$ cat src/rtl/axis_tpg_ctrl_pkg.sv
// Shared types and constants for the test-pattern-generator frame controller.
// Latency: n/a (declarations only).
// Backpressure: n/a.
package axis_tpg_ctrl_pkg;

    typedef enum logic [2:0] {
        ST_IDLE,
        ST_SYNC,
        ST_RUN,
        ST_GAP,
        ST_DONE
    } state_t;

    // Pattern encodings understood by the generator
    localparam logic [3:0] MODE_CHESS      = 4'd0;
    localparam logic [3:0] MODE_GRAY_X     = 4'd1;
    localparam logic [3:0] MODE_GRAY_Y     = 4'd2;
    localparam logic [3:0] MODE_GRAY_X_RUN = 4'd3;
    localparam logic [3:0] MODE_GRAY_Y_RUN = 4'd4;
    localparam logic [3:0] MODE_WHITE      = 4'd5;

    // Shortest inter-frame gap; gives the generator one cycle to reload its
    // first pixel with the new mode.
    localparam logic [15:0] MIN_GAP = 16'd1;

endpackage

$ cat src/rtl/axis_tpg_ctrl.sv
// Frame sequencer sitting between a pattern generator and its AXI-Stream sink.
// Latency: zero-cycle combinational pass-through of pixels while running.
// Backpressure: downstream tready is forwarded to the generator in RUN; upstream is stalled in IDLE/GAP/DONE.
module axis_tpg_ctrl
    import axis_tpg_ctrl_pkg::*;
#(
    parameter int DATA_WIDTH  = 16,
    parameter int FRAME_CNT_W = 16
) (
    input  logic                   m_axis_aclk,
    input  logic                   rst_n,
    input  logic                   start,
    input  logic                   stop,
    input  logic [15:0]            cfg_height,
    input  logic [FRAME_CNT_W-1:0] cfg_frames,
    input  logic [15:0]            cfg_gap,
    input  logic [3:0]             cfg_mode_first,
    input  logic [3:0]             cfg_mode_last,
    input  logic [7:0]             cfg_mode_hold,
    output logic [3:0]             tpg_mode,
    input  logic [DATA_WIDTH-1:0]  s_axis_tdata,
    input  logic                   s_axis_tlast,
    input  logic                   s_axis_tuser,
    input  logic                   s_axis_tvalid,
    output logic                   s_axis_tready,
    output logic [DATA_WIDTH-1:0]  m_axis_tdata,
    output logic                   m_axis_tlast,
    output logic                   m_axis_tuser,
    output logic                   m_axis_tvalid,
    input  logic                   m_axis_tready,
    output logic                   busy,
    output logic                   done,
    output logic [FRAME_CNT_W-1:0] frame_cnt,
    output logic                   sync_err
);

    state_t                 state;
    logic [15:0]            height_q;
    logic [FRAME_CNT_W-1:0] frames_q;
    logic [15:0]            gap_q;
    logic [3:0]             mode_first_q;
    logic [3:0]             mode_last_q;
    logic [7:0]             hold_q;
    logic [7:0]             hold_cnt;
    logic [15:0]            line_cnt;
    logic [15:0]            gap_cnt;
    logic                   mid_line;
    logic                   stop_pending;

    logic                   s_hs;
    logic [15:0]            line_last;
    logic [7:0]             hold_last;
    logic [15:0]            gap_load;
    logic [FRAME_CNT_W-1:0] frame_cnt_nxt;
    logic                   frame_end;
    logic                   finish;
    logic [3:0]             mode_nxt;

    assign s_hs          = s_axis_tvalid && s_axis_tready;
    // Zero height/hold are treated as one line / one frame
    assign line_last     = (height_q == 16'd0) ? 16'd0 : height_q - 16'd1;
    assign hold_last     = (hold_q == 8'd0) ? 8'd0 : hold_q - 8'd1;
    assign gap_load      = (gap_q < MIN_GAP) ? 16'd0 : gap_q - MIN_GAP;
    assign frame_cnt_nxt = frame_cnt + 1'b1;
    assign frame_end     = (state == ST_RUN) && s_hs && s_axis_tlast && (line_cnt == line_last);
    // A stop arriving on the frame-end cycle still ends the run on this frame
    assign finish        = stop_pending || stop ||
                           ((frames_q != '0) && (frame_cnt_nxt == frames_q));

    // Next pattern in the configured range; an inverted range pins the first mode
    always_comb begin
        mode_nxt = tpg_mode + 4'd1;
        if (mode_first_q > mode_last_q || tpg_mode >= mode_last_q) begin
            mode_nxt = mode_first_q;
        end
    end

    // Upstream ready per state; in SYNC the start-of-frame beat is held back so RUN forwards it
    always_comb begin
        s_axis_tready = 1'b0;
        case (state)
            ST_SYNC: s_axis_tready = !(s_axis_tvalid && s_axis_tuser);
            ST_RUN:  s_axis_tready = m_axis_tready;
            default: s_axis_tready = 1'b0;
        endcase
    end

    assign m_axis_tdata  = s_axis_tdata;
    assign m_axis_tlast  = s_axis_tlast;
    assign m_axis_tuser  = s_axis_tuser;
    assign m_axis_tvalid = (state == ST_RUN) && s_axis_tvalid;
    assign busy          = (state == ST_SYNC) || (state == ST_RUN) || (state == ST_GAP);
    assign done          = (state == ST_DONE);

    // Frame sequencing FSM with line/frame/mode/gap bookkeeping
    always_ff @(posedge m_axis_aclk) begin
        if (!rst_n) begin
            state        <= ST_IDLE;
            height_q     <= '0;
            frames_q     <= '0;
            gap_q        <= '0;
            mode_first_q <= '0;
            mode_last_q  <= '0;
            hold_q       <= '0;
            tpg_mode     <= '0;
            hold_cnt     <= '0;
            frame_cnt    <= '0;
            line_cnt     <= '0;
            gap_cnt      <= '0;
            mid_line     <= 1'b0;
            stop_pending <= 1'b0;
            sync_err     <= 1'b0;
        end else begin
            case (state)
                ST_IDLE: begin
                    if (start) begin
                        height_q     <= cfg_height;
                        frames_q     <= cfg_frames;
                        gap_q        <= cfg_gap;
                        mode_first_q <= cfg_mode_first;
                        mode_last_q  <= cfg_mode_last;
                        hold_q       <= cfg_mode_hold;
                        tpg_mode     <= cfg_mode_first;
                        hold_cnt     <= '0;
                        frame_cnt    <= '0;
                        line_cnt     <= '0;
                        gap_cnt      <= '0;
                        mid_line     <= 1'b0;
                        stop_pending <= 1'b0;
                        state        <= ST_SYNC;
                    end
                end
                ST_SYNC: begin
                    if (stop) begin
                        state <= ST_DONE;
                    end else if (s_axis_tvalid && s_axis_tuser) begin
                        state <= ST_RUN;
                    end
                end
                ST_RUN: begin
                    if (stop) begin
                        stop_pending <= 1'b1;
                    end
                    if (s_hs) begin
                        if (s_axis_tuser && (line_cnt != 16'd0 || mid_line)) begin
                            sync_err <= 1'b1;
                        end
                        mid_line <= !s_axis_tlast;
                        if (frame_end) begin
                            line_cnt  <= '0;
                            frame_cnt <= frame_cnt_nxt;
                            if (hold_cnt == hold_last) begin
                                hold_cnt <= '0;
                                tpg_mode <= mode_nxt;
                            end else begin
                                hold_cnt <= hold_cnt + 8'd1;
                            end
                            if (finish) begin
                                state <= ST_DONE;
                            end else begin
                                gap_cnt <= gap_load;
                                state   <= ST_GAP;
                            end
                        end else if (s_axis_tlast) begin
                            line_cnt <= line_cnt + 16'd1;
                        end
                    end
                end
                ST_GAP: begin
                    if (stop) begin
                        stop_pending <= 1'b1;
                    end
                    if (gap_cnt == 16'd0) begin
                        state <= ST_RUN;
                    end else begin
                        gap_cnt <= gap_cnt - 16'd1;
                    end
                end
                ST_DONE: begin
                    stop_pending <= 1'b0;
                    state        <= ST_IDLE;
                end
                default: state <= ST_IDLE;
            endcase
        end
    end

endmodule

$ cat config.mk
export PLATFORM = sky130hd
export DESIGN_NAME = axis_tpg_ctrl
export DESIGN_NICKNAME = d
export VERILOG_FILES = /design/src/rtl/axis_tpg_ctrl_pkg.sv /design/src/rtl/axis_tpg_ctrl.sv
export SDC_FILE = /design/constraint.sdc
export NUM_CORES = 1
export LEC_CHECK = 0
export BUFFER_PORTS_ARGS = -buffer_cell sky130_fd_sc_hd__buf_4
export CAP_MARGIN = 20
export CORE_MARGIN = 3
export CORE_UTILIZATION = 37
export DETAILED_ROUTE_END_ITERATION = 16
export PLACE_DENSITY_LB_ADDON = 0.1
export RECOVER_POWER = 25
export SYNTH_ARGS = -nofsm -noshare
export SYNTH_HDL_FRONTEND = slang
export SYNTH_SLANG_ARGS = --single-unit
$ cat constraint.sdc
create_clock -name m_axis_aclk -period 4.65 [get_ports m_axis_aclk]
set_clock_uncertainty 0.1 [all_clocks]
set_input_delay 0.2325 -clock m_axis_aclk [delete_from_list [all_inputs] [get_ports m_axis_aclk]]
set_output_delay 0.2325 -clock m_axis_aclk [all_outputs]
set_load 0.005 [all_outputs]
==> results_dict.tcl <==
set metrics [dict create \
    status "finished, final reports clean" \
    fin_tns_setup_ns 0 \
    synth.area.top_cells "dfxtp_1 32%, nand2_1 8.5%, a21oi_1 6.3%" \
    endpoint_kind "flop" \
    ant_nets 0 \
    routed_wl_microns 24950 \
    grt_use_met3_pct 3.856 \
    synth_top_area_share_pct 32.10 \
    crit_start "height_q[0]$_SDFFE_PN0P_" \
    fillCellCount 2137 \
    synth_warnings 0 \
    r2r_end "hold_cnt[7]$_SDFFE_PN0P_" \
    grt_pass1_wl_microns 41780 \
    drive_gt1_share_pct 13.47 \
    numPortBuffers 98 \
    cts_inserted_buffers 17 \
    grt_pass1_vias 8007 \
    dieArea_sq_um 23730 \
    tritoncts "built" \
    antenna_found_initial 0 \
    drc 0 \
    placed_area_sq_um 8940 \
    whs_ns 0.01467 \
    cts.sinks 130 \
    final_common_cell "nand2_1" \
    async_flop_share_pct 0 \
    cts_resized 0 \
    syn_nets 1192 \
    setup_violations 0 \
    core_sq_um 21290 \
    synth-edff-count 0 \
    use_met1_pct 29.31 \
    grt_max_degree 65 \
    track_usage_pct 21.32 \
    h-tree-depth 4 \
    nets 1302 \
    initial_core_util_pct 38.09 \
    tightest_slew_ns 0.8446 \
    relSlewSlack_pct 43.26 \
    clk_pin_slew_worst_paths_ns 0.06 \
    rows 53 \
    die_h_microns 154.0 \
    cap_violations 0 \
    regToRegStartpoint "height_q[0]$_SDFFE_PN0P_" \
    rr_worst_depth 10 \
    synthCells 1087 \
    finalMaxSlewViolations 0 \
    use_met2_pct 34.30 \
    period_minus_slack_ns 4.140 \
    routabilityCongestion 0.9316 \
    clock_latency_ns 0.43 \
    max-vdd-ir-drop_mv 0.2406 \
    critical_path_required_ns 4.88 \
    syn_area_per_cell_sq_um 7.459 \
    n_antenna_cell 0 \
    reg2reg_slack_ns 0.51 \
    cts_root_buffer "clkbuf_16" \
    drt-pass1-iter-count 5 \
    hp-class "primary input to flop" \
    area.growth.synth_to_final_pct 25.17 \
    power_density_nw_per_um2 371.4 \
    clk_path_buf_depth 2 \
    drtIter0Drc 541 \
    num_vias 8235 \
    die_w_microns 154.0 \
    grt-busiest-layer "met2" \
    dp_hpwl_microns 17440 \
    fin_area_sq_um 10150 \
    yosysSeqAreaShare_pct 32.10 \
    rsz0062_at_grt "false" \
    yosys_most_used_dff "dfxtp_1" \
    via_per_inst 5.545 \
    overflow 0 \
    report.final.hold_viol_count 0 \
    ios 131 \
    startpoint_type "flop" \
    netlist_area_sq_um 8108 \
    final_cell_mix "183 x nand2_1, 130 x dfxtp_1, 102 x a21oi_1, 89 x buf_4, 78 x nor2_1" \
    path_class "flop to flop" \
    crit_fanout 10 \
    synthDistinctLibCells 72 \
    leakagePower_nw 4.017 \
    avgRoutedWirePerCell_microns 16.80 \
    synth-seq-cells 130 \
    fmax_mhz 241.6 \
    period_share_pct 89.02 \
    synth_area_leader_cell "dfxtp_1" \
    worstPathArrival_ns 4.37 \
    crit_end "hold_cnt[7]$_SDFFE_PN0P_" \
]
==> where the power goes <==
part,switching [mW],internal [mW]
registers,0.107,1.19
clock network,0.543,0.833
logic,0.627,0.469
total,1.28,2.49
==> kinds of logic after synthesis <==
| logic type | Yosys count | synth area share, % |
|---|---|---|
| XOR/XNOR | 74 | 8.164 |
| adder cells (fa/ha/maj) | 17 | 2.623 |
| multiplexers | 8 | 0.9877 |
| buffers and inverters | 116 | 6.466 |
| flip-flops | 130 | 32.10 |
| AND/OR/NAND/NOR | 468 | 28.10 |
| AO/OA/AOI/OAI | 274 | 21.56 |
==> routing by layer <==
| metal | share of wire, % | vias up |
|---|---|---|
| met5 | 0 | - |
| met4 | 1.5 | 0 |
| met3 | 4.3 | 33 |
| met2 | 46 | 168 |
| met1 | 48 | 3937 |
| li1 | - | 4097 |
==> per-stage QoR <==
stage | utilization (%) | power (mW) | instances | setup WS [ns]
global route | 47.68 | 3.993 | 1485 | 0.1837
global placement | 41.87 | 2.362 | 1389 | 0.6601
detailed placement | 42.00 | 2.369 | 1390 | 0.5812
finish | 47.68 | 3.769 | 1485 | 0.5105
CTS | 47.76 | 3.792 | 1485 | 0.5347
floorplan | - | 2.071 | 1087 | 1.077
==> flip-flops by register name, indices dropped and copies added (netlist names), 8 cells and up <==
name,flops
gap_cnt,16
hold_cnt,8
gap_q,16
frames_q,16
hold_q,8
frame_cnt,16
height_q,16
line_cnt,16
==> cell usage after synthesis (8+ instances only) <==
library cell  count
nand3_1          45
nor4_1           23
or3_1            14
mux2i_1           8
a211oi_1          9
a21oi_1         102
inv_1            29
nor2_1           79
or4_1             8
nand4_1          15
nor3_1           30
ha_1             17
xnor2_1          48
clkbuf_1         62
dfxtp_1         130
buf_4            18
and3_1           21
xor2_1           25
nand2_1         184
o21ai_0          50
o31ai_1          37
==> area by class of cell <==
class / count / area (sq um) / share of cell area [%]
multi-input cells: 841 / 5001 / 49.28
flip-flops and latches: 130 / 2603 / 25.64
repair buffers: 178 / 1495 / 14.73
clock buffers: 20 / 466.7 / 4.599
well taps: 275 / 344.1 / 3.390
clock inverters: 12 / 130.1 / 1.282
inverters: 29 / 108.9 / 1.073
==> how the worst min path moves through the flow <==
stage / start / slack, ns / endpoint / cells after the start
finish: cfg_frames[8] / 0.01 / frames_q[8]$_SDFFE_PN0P_ / 3
global route: cfg_frames[13] / 0.02 / frames_q[13]$_SDFFE_PN0P_ / 3
CTS: cfg_frames[8] / 0.002 / frames_q[8]$_SDFFE_PN0P_ / 3
detailed placement: mode_last_q[2]$_SDFFE_PN0P_ / 0.35 / mode_last_q[2]$_SDFFE_PN0P_ / 2
global placement: mode_last_q[2]$_SDFFE_PN0P_ / 0.34 / mode_last_q[2]$_SDFFE_PN0P_ / 2
floorplan: cfg_height[4] / 0.27 / height_q[4]$_SDFFE_PN0P_ / 2
==> what timing repair did <==
action	in CTS	in global routing
endpoints found under the hold margin	63	0
hold buffers	63	0
endpoints found under the setup margin	0	0
buffers inserted	0	0
==> critical path: stages, from the launching register on <==
cell and delay [ns]:
dfxtp_1 0.38, inv_1 0.08, ha_1 0.22, or4b_1 0.60, nor4_4 0.67, o32ai_1 0.23
nor4_1 0.28, nand3_1 0.23, or3_1 0.55, or2_0 0.41, o31ai_1 0.28
(Power assumes the default switching activity.)
